### src/rtl/gameover_anim.sv
// Game-over graphic generator: a skull with two blinking eyes that slides
// down into place once the game ends. It runs beside the VGA pixel pipeline
// and gives registered per-pixel flags for the colour mux.
module gameover_anim #(
    parameter int X0         = 204,  // final left edge, pixels
    parameter int Y0         = 228,  // final top edge, pixels
    parameter int CELL_LOG2  = 3,    // log2 of cell size in pixels
    parameter int SLIDE_PX   = 64,   // starting offset above Y0
    parameter int SLIDE_STEP = 4,    // pixels moved per frame during slide
    parameter int EYE_ON     = 30,   // frames lit per blink period
    parameter int EYE_OFF    = 10    // frames dark per blink period
) (
    input  logic               clk,
    input  logic               rst_n,
    input  logic signed [10:0] x,
    input  logic signed [10:0] y,
    input  logic               frame_start,
    input  logic               gameover,
    output logic               skull,
    output logic               eyes,
    output logic               anim_done
);

    localparam int CNT_MAX = (EYE_ON > EYE_OFF) ? EYE_ON : EYE_OFF;
    localparam int CNT_W   = $clog2(CNT_MAX + 1);
    localparam int OFF_W   = (SLIDE_PX > 0) ? $clog2(SLIDE_PX + 1) : 1;

    typedef enum logic [1:0] {
        IDLE  = 2'd0,
        SLIDE = 2'd1,
        SHOW  = 2'd2
    } state_e;

    state_e             state_q, state_d;
    logic [OFF_W-1:0]   offset_q, offset_d;
    logic [CNT_W-1:0]   cnt_q, cnt_d;
    logic               eye_lit_q, eye_lit_d;
    logic               skull_q, skull_d;
    logic               eyes_q, eyes_d;

    // Half-open range test on a non-negative cell coordinate.
    function automatic logic in_rng(input logic [11:0] v, input int lo, input int hi);
        return (v >= 12'(lo)) && (v < 12'(hi));
    endfunction

    // Offset after one slide step, saturating at zero.
    logic [OFF_W-1:0] slide_nxt;
    assign slide_nxt = (32'(offset_q) <= 32'(SLIDE_STEP)) ? '0
                                                           : offset_q - OFF_W'(SLIDE_STEP);

    // State register and animation bookkeeping.
    // NOTE: sequential state uses non-blocking assignments so every register
    // samples the values from before the edge, independent of statement order.
    always_ff @(posedge clk or negedge rst_n) begin
        if (!rst_n) begin
            state_q   <= IDLE;
            offset_q  <= '0;
            cnt_q     <= '0;
            eye_lit_q <= 1'b0;
            skull_q   <= 1'b0;
            eyes_q    <= 1'b0;
        end else begin
            state_q   <= state_d;
            offset_q  <= offset_d;
            cnt_q     <= cnt_d;
            eye_lit_q <= eye_lit_d;
            skull_q   <= skull_d;
            eyes_q    <= eyes_d;
        end
    end

    // Next-state logic: slide schedule, blink schedule and abort on gameover low.
    // NOTE: every variable gets a default before the branches so no path
    // leaves one unassigned, which would otherwise infer a latch.
    always_comb begin
        state_d   = state_q;
        offset_d  = offset_q;
        cnt_d     = cnt_q;
        eye_lit_d = eye_lit_q;

        if (!gameover) begin
            // Dropping gameover wins over any frame_start in the same cycle.
            state_d   = IDLE;
            offset_d  = '0;
            cnt_d     = '0;
            eye_lit_d = 1'b0;
        end else begin
            case (state_q)
                IDLE: begin
                    // Entering the animation does not wait for a frame boundary.
                    state_d   = SLIDE;
                    offset_d  = OFF_W'(SLIDE_PX);
                    cnt_d     = '0;
                    eye_lit_d = 1'b0;
                end
                SLIDE: begin
                    if (frame_start) begin
                        offset_d = slide_nxt;
                        if (slide_nxt == '0) begin
                            state_d   = SHOW;
                            eye_lit_d = 1'b1;
                            cnt_d     = '0;
                        end
                    end
                end
                SHOW: begin
                    if (frame_start) begin
                        if ((eye_lit_q && cnt_q == CNT_W'(EYE_ON - 1)) ||
                            (!eye_lit_q && cnt_q == CNT_W'(EYE_OFF - 1))) begin
                            eye_lit_d = !eye_lit_q;
                            cnt_d     = '0;
                        end else begin
                            cnt_d = cnt_q + CNT_W'(1);
                        end
                    end
                end
                default: state_d = IDLE;
            endcase
        end
    end

    // Pixel classification against the current origin (X0, Y0 - offset).
    logic signed [11:0] rx, ry, org_y;
    logic [11:0]        cx, cy;
    logic               in_area, face, hole, eye_hit, active;

    always_comb begin
        org_y   = 12'(Y0) - 12'(offset_q);
        rx      = {x[10], x} - 12'(X0);
        ry      = {y[10], y} - org_y;
        cx      = rx >>> CELL_LOG2;
        cy      = ry >>> CELL_LOG2;
        in_area = !rx[11] && !ry[11];

        face = in_rng(cx, 0, 21) && in_rng(cy, 7, 13);
        hole = (in_rng(cx, 10, 12) && in_rng(cy, 8, 13)) ||
               (in_rng(cx, 19, 21) && in_rng(cy, 8, 13)) ||
               (in_rng(cx, 12, 19) && in_rng(cy, 9, 11)) ||
               (in_rng(cx, 12, 13) && in_rng(cy, 11, 13)) ||
               (in_rng(cx, 18, 19) && in_rng(cy, 11, 13));
        eye_hit = (in_rng(cx, 11, 14) || in_rng(cx, 17, 20)) && in_rng(cy, 0, 3);

        // Blank while idle and on the edge that returns to idle.
        active  = (state_q != IDLE) && (state_d != IDLE);
        skull_d = active && in_area && face && !hole;
        eyes_d  = active && in_area && eye_hit && eye_lit_q;
    end

    assign skull     = skull_q;
    assign eyes      = eyes_q;
    assign anim_done = (state_q == SHOW);

endmodule

### config.mk
export PLATFORM = sky130hd
export DESIGN_NAME = gameover_anim
export DESIGN_NICKNAME = d
export VERILOG_FILES = /design/src/rtl/gameover_anim.sv
export SDC_FILE = /design/constraint.sdc
export NUM_CORES = 1
export LEC_CHECK = 0
export BUFFER_PORTS_ARGS = -buffer_cell sky130_fd_sc_hd__buf_2
export CAP_MARGIN = 15
export CORE_MARGIN = 2
export CORE_UTILIZATION = 45
export DETAILED_ROUTE_END_ITERATION = 6
export PLACE_DENSITY = 0.65
export SLEW_MARGIN = 15
export SYNTH_ARGS = -nofsm -noshare
export SYNTH_HDL_FRONTEND = slang
export SYNTH_SLANG_ARGS = --single-unit
### constraint.sdc
create_clock -name clk -period 4.9 [get_ports clk]
set_input_delay 0.49 -clock clk [delete_from_list [all_inputs] [get_ports clk]]
set_output_delay 0.49 -clock clk [all_outputs]
set_load 0.05 [all_outputs]
==> results.py, run 1 <==
metrics = {
    "placed_design": {
        "hpwl_mm": 3.146,
        "gpl.final_weighted_congestion": 0.7786,
        "dpl_cell_area_sq_um": 2072,
        "place.port_buffers": 26,
        "dpl.cell_count": 313,
    },
    "clock_tree": {
        "clk_pin_slew_ns": 0.07,
        "cts-hold-fix-buffers": 0,
        "cts_max_path_buffers": 2,
        "htree_levels": 1,
        "numClockSinks": 17,
        "clk_latency_ns": 0.26,
        "numCtsBuffers": 3,
        "post_cts.resized_instances": 0,
        "clock_tree_from_tritoncts": "built",
        "cts.repair_timing.setup_buffer_count": 0,
        "root_buffer": "sky130_fd_sc_hd__clkbuf_8",
    },
    "timing": {
        "drv_slew": 0,
        "worst_clock_skew_ns": 0.005961,
        "max_slew_margin": 0.5568,
        "worstMarginPinSlew_ns": 0.6578,
        "final.period_utilization": 0.6361,
        "rsz0062_at_grt": "no",
        "min_period_ns": 3.117,
        "max_freq_ghz": 0.3209,
        "timing.final.setup_violations": 0,
        "hold_viol_final": 0,
        "fin_tns_setup_ns": 0,
    },
    "floorplan": {
        "num_rows": 23,
        "die_area_sq_um": 4883,
        "design.core.area_sq_um": 4086,
        "pin_count": 29,
        "initial_core_util": 0.4780,
        "dieHeight_um": 69.88,
        "floorplan.die.width_um": 69.88,
    },
    "synthesis": {
        "synth.area.top_cells": "sky130_fd_sc_hd__dfrtp_1 (22%), sky130_fd_sc_hd__ha_1 (11%), sky130_fd_sc_hd__a21oi_1 (4.9%)",
        "yosysTopAreaCellShare": 0.2178,
        "synth_seq_cells": 17,
        "seq_area_frac_synth": 0.2178,
        "number_of_warning_messages_in_the_yosys_log": 0,
        "post_synthesis_average_cell_area_sq_um": 7.812,
        "synth.distinct_cells": 57,
        "synth_enable_flop_cells": 0,
        "synth-main-ff-cell": "sky130_fd_sc_hd__dfrtp_1",
        "synthDominantAreaCellType": "sky130_fd_sc_hd__dfrtp_1",
        "synth.net_count": 293,
        "netlist_area_sq_um": 1953,
        "asyncSetResetFlopFracSynth": 1.000,
        "number_of_instances_in_the_synthesized_netlist": 250,
    },
    "final_layout": {
        "area_occupied_by_multi_input_gates_sq_um": 1409,
        "num_antenna_cells": 0,
        "fill_cells": 429,
        "layout-drive-gt1-share": 0.1461,
        "nets": 311,
        "seqCellArea_sq_um": 425.4,
        "fin_util": 0.5184,
        "final_cell_count_no_fill": 317,
        "area.growth.synth_to_final_pct": 8.456,
        "finalInstanceArea_sq_um": 2118,
    },
    "job": {
        "cap_violations": 0,
    },
    "critical_path": {
        "cp.arrival_ns": 3.26,
        "crit_required_ns": 5.04,
        "critPathCaptureType": "register",
        "setup.worst_path.start_class": "register",
        "crit_path_max_fo": 9,
        "timing.setup.critical_path_class": "register to register",
    },
    "pwr": {
        "power_total_w": 0.0007302,
        "power_leakage_nw": 0.9408,
        "power.density_cell_area_nw_per_um2": 344.7,
        "peakVddDrop_uv": 199.8,
    },
    "drt": {
        "detail_route.first_pass.iterations": 4,
        "route.antenna.remaining_nets": 0,
        "wl_mm": 4.073,
        "routed_via_density": 5.694,
        "drtIter0Drc": 101,
        "drt_drc_violations_left": 0,
        "vias": 1805,
        "wire_per_inst_um": 12.85,
    },
    "grt": {
        "globalRouteOverflowTotal": 0,
        "grt_antenna_before_repair": 0,
        "grt_usage": 0.1680,
        "grt_pass1_vias": 1618,
        "grt_max_degree": 18,
        "grt_pass1_wl_mm": 6.975,
    },
    "min_path": {
        "hold_path_class": "primary input to async pin",
    },
    "status": {
        "outcome": "completed",
    },
}
==> layout make-up <==
class	instances	share of cell area
Clock buffer	3	0.01949
Sequential cell	17	0.2008
Clock inverter	1	0.002363
Tap cell	50	0.02953
Inverter	12	0.02126
Multi-Input combinational cell	208	0.6651
Timing Repair Buffer	26	0.06143
==> power by group <==
| part | leakage [nW] | internal, W | total (W) | switching (W) |
|---|---|---|---|---|
| registers | 0.234 | 0.000156 | 0.000180 | 0.0000238 |
| logic | 0.681 | 0.000176 | 0.000443 | 0.000267 |
| clock network | 0.0255 | 0.0000565 | 0.000107 | 0.0000507 |
==> kinds of logic (layout without fill, tap and decap cells) <==
| group | Yosys count | after routing | share of synthesized area |
|---|---|---|---|
| compound gates | 70 | 70 | 0.2434 |
| xor+xnor | 17 | 17 | 0.07624 |
| fa+ha+maj | 17 | 17 | 0.1089 |
| buf+inv | 25 | 42 | 0.06086 |
| flops | 17 | 17 | 0.2178 |
| mux | 4 | 4 | 0.02114 |
| simple gates | 100 | 100 | 0.2716 |
==> sequential cells by signal, indices dropped and copies added, names as in the netlist <==
register and cells:
state_q 2, eye_lit_q 1, offset_q 7, cnt_q 5, skull 1, eyes 1
==> cell usage in the layout (no fill, tap or decap), drive strengths merged, types with 4 or more instances in the layout <==
| master | n |
|---|---|
| nor3 | 4 |
| xnor2 | 9 |
| nand2 | 25 |
| inv | 12 |
| ha | 17 |
| buf | 26 |
| a21oi | 19 |
| nor2b | 5 |
| o21ai | 17 |
| nor2 | 22 |
| nand3 | 13 |
| dfrtp | 17 |
| nand4 | 4 |
| xor2 | 8 |
| and3 | 4 |
==> critical path, cell delays in order, from the launching register on <==
cell and delay [ns]:
sky130_fd_sc_hd__dfrtp_1 0.51, sky130_fd_sc_hd__inv_1 0.08, sky130_fd_sc_hd__ha_1 0.28, sky130_fd_sc_hd__a21oi_1 0.20, sky130_fd_sc_hd__o21ai_0 0.13, sky130_fd_sc_hd__xnor2_1 0.16
sky130_fd_sc_hd__ha_1 0.34, sky130_fd_sc_hd__a21oi_1 0.16, sky130_fd_sc_hd__o21ai_1 0.08, sky130_fd_sc_hd__a31oi_1 0.18, sky130_fd_sc_hd__mux2i_1 0.15, sky130_fd_sc_hd__nor4_4 0.35
sky130_fd_sc_hd__nand3_1 0.15, sky130_fd_sc_hd__a2111oi_2 0.22
==> metrics by stage <==
| stage | hold WS, ns | setup WS, ns |
|---|---|---|
| after floorplan | 0.1944 | 1.988 |
| after global placement | 0.4396 | 1.781 |
| after detailed placement | 0.4471 | 1.794 |
| after CTS | 0.1607 | 1.747 |
| after global routing | 0.1791 | 1.450 |
| final | 0.1514 | 1.783 |
==> synth_stat cells (3+ instances only) <==
| cell type | instances |
|---|---|
| sky130_fd_sc_hd__mux2i_1 | 3 |
| sky130_fd_sc_hd__nand2_1 | 25 |
| sky130_fd_sc_hd__nand2b_1 | 3 |
| sky130_fd_sc_hd__xor2_1 | 8 |
| sky130_fd_sc_hd__clkbuf_1 | 10 |
| sky130_fd_sc_hd__inv_1 | 12 |
| sky130_fd_sc_hd__and3_1 | 4 |
| sky130_fd_sc_hd__nor2b_1 | 5 |
| sky130_fd_sc_hd__nand4_1 | 4 |
| sky130_fd_sc_hd__ha_1 | 17 |
| sky130_fd_sc_hd__nor3_1 | 3 |
| sky130_fd_sc_hd__dfrtp_1 | 17 |
| sky130_fd_sc_hd__o21ai_0 | 15 |
| sky130_fd_sc_hd__and2_1 | 3 |
| sky130_fd_sc_hd__nor2_1 | 22 |
| sky130_fd_sc_hd__xnor2_1 | 9 |
| sky130_fd_sc_hd__o21bai_1 | 3 |
| sky130_fd_sc_hd__nand3b_1 | 3 |
| sky130_fd_sc_hd__a21oi_1 | 19 |
| sky130_fd_sc_hd__a311oi_1 | 3 |
| sky130_fd_sc_hd__nand3_1 | 13 |
==> routing by layer <==
metal / GRT usage / wire (um) / part of all wire / vias to the layer above
li1: - / - / - / 946
met3: 0.03175 / 145 / 0.036 / 2
met1: 0.2440 / 2096 / 0.51 / 825
met5: 0 / 0 / 0 / -
met4: 0.01496 / 13 / 0.0032 / 0
met2: 0.2698 / 1817 / 0.45 / 32
==> final timing paths <==
kind / start / end / slack [ns] / cells past startpoint
worst min register to register: cnt_q[4]$_DFFE_PN0P_ / cnt_q[4]$_DFFE_PN0P_ / 0.56 / 2
max in group asynchronous: rst_n / cnt_q[1]$_DFFE_PN0P_ / 4.46 / 1
worst max-delay path: offset_q[2]$_DFFE_PN0P_ / eyes$_DFF_PN0_ / 1.78 / 13
worst min-delay path: rst_n / offset_q[6]$_DFFE_PN0P_ / 0.15 / 1
worst max register to register: offset_q[2]$_DFFE_PN0P_ / eyes$_DFF_PN0_ / 1.78 / 13
min in group clk: cnt_q[4]$_DFFE_PN0P_ / cnt_q[4]$_DFFE_PN0P_ / 0.56 / 2
Note: power is estimated with default switching activity, not from simulation.
==> run 2: changes to the inputs <==
--- a/config.mk
+++ b/config.mk
@@ -5,12 +5,13 @@
 export SDC_FILE = /design/constraint.sdc
 export NUM_CORES = 1
 export LEC_CHECK = 0
+export ABC_AREA = 1
 export BUFFER_PORTS_ARGS = -buffer_cell sky130_fd_sc_hd__buf_2
 export CAP_MARGIN = 15
 export CORE_MARGIN = 2
 export CORE_UTILIZATION = 45
 export DETAILED_ROUTE_END_ITERATION = 6
-export PLACE_DENSITY = 0.65
+export PLACE_DENSITY = 0.68
 export SLEW_MARGIN = 15
 export SYNTH_ARGS = -nofsm -noshare
 export SYNTH_HDL_FRONTEND = slang
==> constraint.sdc (replaced) <==
create_clock -name clk -period 2.5 [get_ports clk]
set_input_delay 0.25 -clock clk [delete_from_list [all_inputs] [get_ports clk]]
set_output_delay 0.25 -clock clk [all_outputs]
set_load 0.05 [all_outputs]
==> run 2 against run 1 <==
Register-to-register slack worse by 1.7 ns; via count is 8.8% higher; synthesized area is 1.5% lower; critical path depth is 5 higher; clock skew decreased by 0.0028 ns; maximum frequency is 30% higher; power increased by 140%.
==> results.py, run 2 <==
metrics = {
    "status": {
        "outcome": "completed",
    },
    "final_layout": {
        "final_cell_count_no_fill": 395,
        "nets": 389,
        "area.growth.synth_to_final_pct": 21.72,
        "registers.top_by_ff_count": "offset_q",
        "layout-drive-gt1-share": 0.2783,
        "largest_registers": "offset_q (7), cnt_q (5), state_q (2)",
        "layout.cells.most_common_list": "sky130_fd_sc_hd__nand2_1 (71), sky130_fd_sc_hd__inv_1 (47), sky130_fd_sc_hd__nand3_1 (28)",
        "fill_cells": 383,
        "layout.cells.most_common": "sky130_fd_sc_hd__nand2_1",
        "max_reg_flops": 7,
        "num_antenna_cells": 0,
    },
    "synthesis": {
        "number_of_warning_messages_in_the_yosys_log": 0,
        "synth_enable_flop_cells": 0,
        "netlist_area_sq_um": 1924,
        "seq_area_frac_synth": 0.2211,
        "synth.net_count": 351,
        "synth.area.top_cells": "sky130_fd_sc_hd__dfrtp_1 (22%), sky130_fd_sc_hd__nand2_1 (16%), sky130_fd_sc_hd__ha_1 (11%)",
        "asyncSetResetFlopFracSynth": 1.000,
        "synth.distinct_cells": 31,
        "synthMostInstantiatedCell": "sky130_fd_sc_hd__nand2_1",
        "synthDominantAreaCellType": "sky130_fd_sc_hd__dfrtp_1",
        "synth-main-ff-cell": "sky130_fd_sc_hd__dfrtp_1",
        "synth_seq_cells": 17,
        "number_of_instances_in_the_synthesized_netlist": 308,
        "synth_commonest_cells": "sky130_fd_sc_hd__nand2_1 (80), sky130_fd_sc_hd__inv_1 (49), sky130_fd_sc_hd__nand3_1 (32)",
        "post_synthesis_average_cell_area_sq_um": 6.248,
        "yosysTopAreaCellShare": 0.2211,
    },
    "floorplan": {
        "pin_count": 29,
        "floorplan.die.width_um": 69.40,
        "die_area_sq_um": 4816,
        "design.core.area_sq_um": 4058,
        "initial_core_util": 0.4743,
        "num_rows": 23,
        "dieHeight_um": 69.40,
    },
    "clock_tree": {
        "clk_pin_slew_ns": 0.07,
        "clk_latency_ns": 0.25,
        "numClockSinks": 17,
        "clock_tree_from_tritoncts": "built",
        "cts_max_path_buffers": 2,
        "root_buffer": "sky130_fd_sc_hd__clkbuf_8",
        "htree_levels": 1,
        "numCtsBuffers": 3,
    },
    "critical_path": {
        "critPathCaptureType": "register",
        "crit_required_ns": 2.67,
        "timing.setup.critical_path_class": "register to register",
        "crit_path_max_fo": 4,
        "cp.arrival_ns": 2.56,
        "setup.worst_path.start_class": "register",
    },
    "drt": {
        "wl_mm": 4.232,
        "route.antenna.remaining_nets": 0,
        "wire_per_inst_um": 10.71,
        "drtIter0Drc": 71,
        "routed_via_density": 4.970,
        "detail_route.first_pass.iterations": 4,
        "vias": 1963,
        "drt_drc_violations_left": 0,
    },
    "timing": {
        "worstMarginPinSlew_ns": 0.3925,
        "max_freq_ghz": 0.4184,
        "max_slew_margin": 0.7384,
        "hold-worst-slack_ns": 0.3078,
        "drv_slew": 0,
        "timing.final.setup_violations": 0,
        "timing.final.ws_setup_ns": 0.1099,
        "worst_clock_skew_ns": 0.003201,
        "rsz0062_at_grt": "yes",
        "min_period_ns": 2.390,
        "final.period_utilization": 0.9560,
        "hold_viol_final": 0,
    },
    "grt": {
        "grt_max_degree": 18,
        "grt_pass1_wl_mm": 6.817,
        "globalRouteOverflowTotal": 0,
        "grt_antenna_before_repair": 0,
        "grt_usage": 0.1637,
        "grt_pass1_vias": 1736,
    },
    "pwr": {
        "power_leakage_nw": 1.231,
        "peakVddDrop_uv": 489.8,
        "power_total_w": 0.001739,
        "power.density_cell_area_nw_per_um2": 742.6,
    },
    "placed_design": {
        "pre_cts_slack_ns": 0.02389,
        "gpl.final_weighted_congestion": 0.8732,
        "hpwl_mm": 3.287,
        "dpl.cell_count": 386,
        "place.port_buffers": 26,
    },
    "min_path": {
        "hold_path_class": "primary input to register",
    },
    "job": {
        "cap_violations": 0,
    },
}
-- run 2: changes by cell type after synthesis, sizes merged, moves of 4 or more --
cell    previous run  this run
nand3             13        34
xor2               8         4
nand2             25        93
nor2              22        30
a21oi             19        15
xnor2              9         1
clkbuf            11         1
inv               12        56
nor2b              5         0
-- run 2: final cells by class --
cell class	instances	area (sq um)	area share
clock inverters	1	5.005	0.002137
multi-input cells	233	1395	0.5956
inverters	56	212.7	0.09081
flip-flops and latches	17	425.4	0.1816
clock buffers	3	41.29	0.01763
well taps	50	62.56	0.02671
repair buffers	35	200.2	0.08547
-- run 2: routing by layer --
metal,share of wire,vias up,global-route usage
met4,0.0071,0,0.03704
met2,0.50,27,0.2938
met5,0,-,0
met1,0.47,874,0.2156
met3,0.025,4,0.008721
li1,-,1058,-
-- run 2: worst paths after layout --
check | from | to | slack, ns | depth (start not counted)
worst min-delay path | frame_start | offset_q[5]$_DFFE_PN0P_ | 0.31 | 3
worst max register to register | offset_q[3]$_DFFE_PN0P_ | skull$_DFF_PN0_ | 0.11 | 18
worst max-delay path | offset_q[3]$_DFFE_PN0P_ | skull$_DFF_PN0_ | 0.11 | 18
max in group asynchronous | rst_n | state_q[0]$_DFF_PN0_ | 1.76 | 2
worst min register to register | cnt_q[1]$_DFFE_PN0P_ | cnt_q[1]$_DFFE_PN0P_ | 0.54 | 2
min in group asynchronous | rst_n | offset_q[3]$_DFFE_PN0P_ | 0.46 | 2
-- run 2: report_power, final --
group	switching (W)	internal (W)	leakage [nW]
Combinational	0.000700	0.000474	0.975
Sequential	0.0000467	0.000317	0.231
Clock	0.0000919	0.000110	0.0255
-- run 2: worst max-delay path, stage by stage, from the launching register on --
cell	delay [ns]
sky130_fd_sc_hd__dfrtp_1	0.40
sky130_fd_sc_hd__inv_2	0.12
sky130_fd_sc_hd__ha_4	0.15
sky130_fd_sc_hd__inv_2	0.03
sky130_fd_sc_hd__nand2_2	0.05
sky130_fd_sc_hd__a21oi_1	0.04
sky130_fd_sc_hd__nand3b_1	0.20
sky130_fd_sc_hd__ha_4	0.32
sky130_fd_sc_hd__nand2_2	0.07
sky130_fd_sc_hd__o21a_1	0.20
sky130_fd_sc_hd__nand2_2	0.08
sky130_fd_sc_hd__nand3_2	0.09
sky130_fd_sc_hd__nand3_2	0.09
sky130_fd_sc_hd__nand2_1	0.05
sky130_fd_sc_hd__inv_1	0.06
sky130_fd_sc_hd__nand2_1	0.05
sky130_fd_sc_hd__nor2_1	0.11
sky130_fd_sc_hd__nand3_1	0.07
sky130_fd_sc_hd__nor2_1	0.13
-- run 2: repair_timing --
item / 4_1_cts / 5_1_grt
endpoints found under the setup margin: 0 / 2
hold buffers: 1 / 0
resized for setup: 0 / 34
setup buffers: 0 / 4
endpoints found under the hold margin: 17 / 0
-- run 2: through the flow --
stage | utilization | setup TNS, ns | area, sq um
6_report | 0.5772 | 0 | 2342
5_1_grt | 0.5772 | -0.06834 | 2342
4_1_cts | 0.5402 | 0 | 2192
3_5_place_dp | 0.5264 | 0 | 2136
3_3_place_gp | 0.5264 | 0 | 2136
2_1_floorplan | - | 0 | 1924
-- run 2: cells by family after synthesis --
family / share of synthesized area
buf+inv: 0.1164
flops: 0.2211
fa+ha+maj: 0.1105
xor+xnor: 0.02276
simple gates: 0.4038
compound gates: 0.1255
